**config.mk**
```make
export PLATFORM = sky130hd
export DESIGN_NAME = lfsr_prng
export DESIGN_NICKNAME = d
export VERILOG_FILES = /design/src/rtl/lfsr_prng.sv
export SDC_FILE = /design/constraint.sdc
export NUM_CORES = 1
export LEC_CHECK = 0
export ABC_AREA = 1
export CORE_MARGIN = 2
export CORE_UTILIZATION = 31
export CTS_CLUSTER_SIZE = 12
export DETAILED_ROUTE_END_ITERATION = 10
export PLACE_DENSITY = 0.54
export RECOVER_POWER = 100
export SYNTH_ARGS = -nofsm -noshare
export SYNTH_HDL_FRONTEND = slang
export SYNTH_SLANG_ARGS = --single-unit
```
**constraint.sdc**
```tcl
create_clock -name i_clk_prng -period 3.94 [get_ports i_clk_prng]
set_input_delay 0.788 -clock i_clk_prng [delete_from_list [all_inputs] [get_ports i_clk_prng]]
set_output_delay 0.788 -clock i_clk_prng [all_outputs]
set_load 0.005 [all_outputs]
```
**src/rtl/lfsr_prng.sv**
```systemverilog
// Parameterised Fibonacci/Galois LFSR random-word source with a valid/ready
// output register, wrap detection against the loaded start seed, and seed guarding.
module lfsr_prng #(
  parameter int unsigned DW       = 16,
  parameter logic [31:0] POLY     = 32'h0000_D008,
  parameter int unsigned MODE     = 0,
  parameter logic [31:0] SEED_DEF = 32'd1
) (
  input  logic          i_clk_prng,
  input  logic          i_rst_prng,
  input  logic          i_en_prng,
  input  logic          i_load_prng,
  input  logic [DW-1:0] i_seed_prng,
  input  logic          i_rdy_prng,
  output logic [DW-1:0] o_rnd_prng,
  output logic          o_vld_prng,
  output logic          o_wrap_prng,
  output logic [DW-1:0] o_cnt_prng,
  output logic          o_zerr_prng
);

  localparam logic [DW-1:0] ONE      = {{(DW-1){1'b0}}, 1'b1};
  localparam logic [DW-1:0] TAPS     = POLY[DW-1:0];
  localparam logic [DW-1:0] SEED_RAW = SEED_DEF[DW-1:0];
  localparam logic [DW-1:0] SEED_RST = (SEED_RAW == '0) ? ONE : SEED_RAW;

  logic [DW-1:0] state;
  logic [DW-1:0] start_seed;
  logic [DW-1:0] nxt_raw;
  logic [DW-1:0] nxt;
  logic          step;
  logic          seed_ok;

  always_comb begin
    nxt_raw = '0;
    if (MODE == 0) begin
      nxt_raw = {state[DW-2:0], ^(state & TAPS)};
    end else begin
      nxt_raw = (state >> 1) ^ (state[0] ? TAPS : '0);
    end
    // A degenerate tap mask could map a state to zero; fall back to the reset seed.
    nxt     = (nxt_raw == '0) ? SEED_RST : nxt_raw;
    step    = i_en_prng & ~i_load_prng & (~o_vld_prng | i_rdy_prng);
    seed_ok = (i_seed_prng != '0);
  end

  always_ff @(posedge i_clk_prng or posedge i_rst_prng) begin
    if (i_rst_prng) begin
      state       <= SEED_RST;
      start_seed  <= SEED_RST;
      o_rnd_prng  <= '0;
      o_vld_prng  <= 1'b0;
      o_wrap_prng <= 1'b0;
      o_cnt_prng  <= '0;
      o_zerr_prng <= 1'b0;
    end else begin
      o_wrap_prng <= 1'b0;
      if (i_load_prng) begin
        state       <= seed_ok ? i_seed_prng : SEED_RST;
        start_seed  <= seed_ok ? i_seed_prng : SEED_RST;
        o_cnt_prng  <= '0;
        o_vld_prng  <= 1'b0;
        o_zerr_prng <= ~seed_ok;
      end else if (step) begin
        state      <= nxt;
        o_rnd_prng <= nxt;
        o_vld_prng <= 1'b1;
        if (nxt == start_seed) begin
          o_wrap_prng <= 1'b1;
          o_cnt_prng  <= '0;
        end else begin
          o_cnt_prng  <= o_cnt_prng + ONE;
        end
      end else if (o_vld_prng && i_rdy_prng) begin
        o_vld_prng <= 1'b0;
      end
    end
  end

endmodule

```
==> flow_metrics.py <==
metrics = {
    "outcome": {
        "status": "finished with violations",
        "failed_checks": "max-capacitance violations, max-slew violations",
    },
    "final_layout": {
        "nets": 495,
        "fin_cells": 614,
        "antenna_cells": 0,
        "seq_area_um2": 1680,
        "syn_to_final_growth_pct": 27.6,
        "multi_input_area_um2": 1420,
        "num-fill-cells": 1043,
        "drive_gt1_share_pct": 9.41,
    },
    "worst_setup_path": {
        "startpoint_type": "primary input",
        "endpoint_kind": "register",
        "path_class": "primary input to register",
        "crit_fanout": 30,
        "cp_data_required_time_ns": 4.23,
        "worstPathArrival_ns": 3.34,
    },
    "clock_network": {
        "clockBufferDepth": 2,
        "postCtsSetupBuffers": 0,
        "numCtsBuffers": 9,
        "clock_tree.root_cell": "clkbuf_8",
        "cts_tree": "yes",
        "cts_resized": 0,
        "clk_pin_slew_worst_paths_ns": 0.07,
        "htreeDepth": 3,
        "clock_latency_ns": 0.35,
        "cts.sinks": 67,
        "hold_buffers": 0,
    },
    "route": {
        "wl_mm": 8.21,
        "drt_iter0_drc": 128,
        "via_per_inst": 4.58,
        "drt_first_pass_iters": 4,
        "routed-via-count": 2810,
        "drt.antenna.violating_nets": 0,
        "drt_drc_violations_left": 0,
        "routedWlPerCell_um": 13.4,
    },
    "job": {
        "drv_cap": 1,
    },
    "timing": {
        "period_needed_ns": 3.06,
        "period_share_pct": 77.6,
        "rsz0062_at_grt": "no",
        "worstMarginPinSlew_ns": 1.95,
        "drv_slew": 52,
        "timing.fmax_ghz": 0.327,
        "skew_ns": 0.00775,
        "maxSlewHeadroom_pct": -30.1,
        "hold_violations": 0,
        "fin_tns_setup_ns": 0,
        "setup_viol": 0,
    },
    "global_routing": {
        "antenna_found_initial": 0,
        "grt_remaining_overflow": 0,
        "grt_max_degree": 52,
        "grt_pass1_vias": 2729,
        "track_usage_pct": 15.2,
        "grt_first_pass_wirelength_mm": 13.6,
    },
    "yosys": {
        "yosys_register_bits": 67,
        "synth_commonest_cells": "nand2_1, dfrtp_1, nor2_1, inv_1, nand3_1",
        "syn_inst": 412,
        "synth_edf_count": 0,
        "ys_warn_count": 0,
        "async_reset_ff_share_pct": 100,
        "syn_nets": 434,
        "yosys.area.top_type": "dfrtp_1",
        "synth-seq-area-share_pct": 51.0,
        "avgSynthCellArea_um2": 7.99,
        "synthTopCellsByArea": "dfrtp_1, nand2_1, nor2_1",
        "synthFlopType": "dfrtp_1",
        "synthDistinctLibCells": 32,
        "synth_area_um2": 3290,
        "synth_top_area_share_pct": 49.4,
        "synth_most_common_cell": "nand2_1",
    },
    "power": {
        "vdd_drop_max_mv": 0.163,
        "fin_total_pwr_mw": 1.71,
        "power_leakage_nw": 2.19,
        "power.density_nw_per_um2": 406,
    },
    "placement": {
        "hpwl_mm": 5.90,
        "place_inst": 598,
        "io_buffers": 55,
        "place.gp.congestion": 0.869,
    },
    "floorplan": {
        "start_util_pct": 31.9,
        "die_y_um": 107,
        "die_area_um2": 11500,
        "die_w_um": 107,
        "core-area_um2": 10300,
        "num_io_pins": 56,
        "rows": 37,
    },
    "worst_hold_path": {
        "min_path_type": "register to register",
    },
}
power breakdown:
part / switching (mW) / internal (mW) / leakage, nW
clock: 0.270 / 0.345 / 0.102
sequential: 0.0582 / 0.758 / 0.848
combinational: 0.148 / 0.129 / 1.24
layer usage:
metal  share of wire (%)  global-route usage [%]
met5                   0                       0
met1                  50                    21.4
met3                 4.6                    3.47
met4                 2.1                    6.59
met2                  43                    22.4
kinds of logic after synthesis:
| group | Yosys count | synth area share, % |
|---|---|---|
| buffers and inverters | 46 | 5.63 |
| adder cells (fa/ha/maj) | 1 | 0.380 |
| XOR/XNOR | 21 | 5.59 |
| AO/OA/AOI/OAI | 18 | 3.31 |
| AND/OR/NAND/NOR | 259 | 34.1 |
| flip-flops | 67 | 51.0 |
per-stage QoR:
| stage | hold slack (ns) | instance area, um2 | worst slack [ns] | util, % |
|---|---|---|---|---|
| after floorplan | 0.461 | 3290 | 1.47 | - |
| after global placement | 0.476 | 4000 | 1.18 | 38.8 |
| after CTS | 0.493 | 4220 | 1.52 | 40.9 |
| after detailed placement | 0.471 | 4000 | 1.15 | 38.8 |
| final | 0.481 | 4200 | 0.884 | 40.7 |
| after global routing | 0.503 | 4200 | 0.771 | 40.7 |
layout make-up:
cell class | instances | share of cell area [%]
Tap cell | 136 | 4.05
Sequential cell | 67 | 40.0
Multi-Input combinational cell | 299 | 33.8
Clock inverter | 3 | 1.07
Clock buffer | 13 | 4.02
Inverter | 35 | 3.13
Timing Repair Buffer | 61 | 13.9
critical path: stages:
cell and delay, ns:
dlygate4sd3_1 0.57, inv_1 0.45, nand3_1 0.13, buf_4 0.24, inv_1 0.09, clkbuf_2 0.62, o21ai_0 0.19, inv_1 0.11
nand3_2 0.07, nand2_1 0.07
state kept, by name (all words and copies together), names as in the netlist:
name and flops:
o_cnt_prng 16, o_rnd_prng 16, start_seed 16, state 16, o_vld_prng 1, o_wrap_prng 1, o_zerr_prng 1
path summary, 6_finish.rpt:
| check | from | end | slack, ns | cells past startpoint |
|---|---|---|---|---|
| max reg2reg | o_vld_prng$_DFFE_PP0P_ | o_cnt_prng[4]$_DFFE_PP0P_ | 1.94 | 9 |
| min | o_rnd_prng[2]$_DFFE_PP0P_ | o_rnd_prng[2]$_DFFE_PP0P_ | 0.48 | 2 |
| max | i_load_prng | o_cnt_prng[4]$_DFFE_PP0P_ | 0.88 | 10 |
| max in group asynchronous | i_rst_prng | start_seed[6]$_DFFE_PP0P_ | 1.28 | 2 |
| min in group asynchronous | i_rst_prng | o_rnd_prng[11]$_DFFE_PP0P_ | 1.53 | 2 |
| min reg2reg | o_rnd_prng[2]$_DFFE_PP0P_ | o_rnd_prng[2]$_DFFE_PP0P_ | 0.48 | 2 |
cell usage in the layout, fill, tap and decap left out, drive strengths merged:
cell,synthesis,layout
nand2,179,179
dfrtp,65,65
dlygate4sd3,0,37
nor2,37,37
inv,33,33
nand3,30,30
clkdlybuf4s50,0,18
clkbuf,5,16
xor2,12,12
xnor2,9,9
o21ai,8,8
nand4,7,7
o211ai,4,4
or2,3,3
buf,6,3
a21oi,3,3
clkinv,2,2
clkinvlp,0,2
dfstp,2,2
nor3,2,2
nor4,1,1
o22ai,1,1
a21o,1,1
a31oi,1,1
ha,1,1
bufinv,0,1
(Power assumes the default switching activity.)
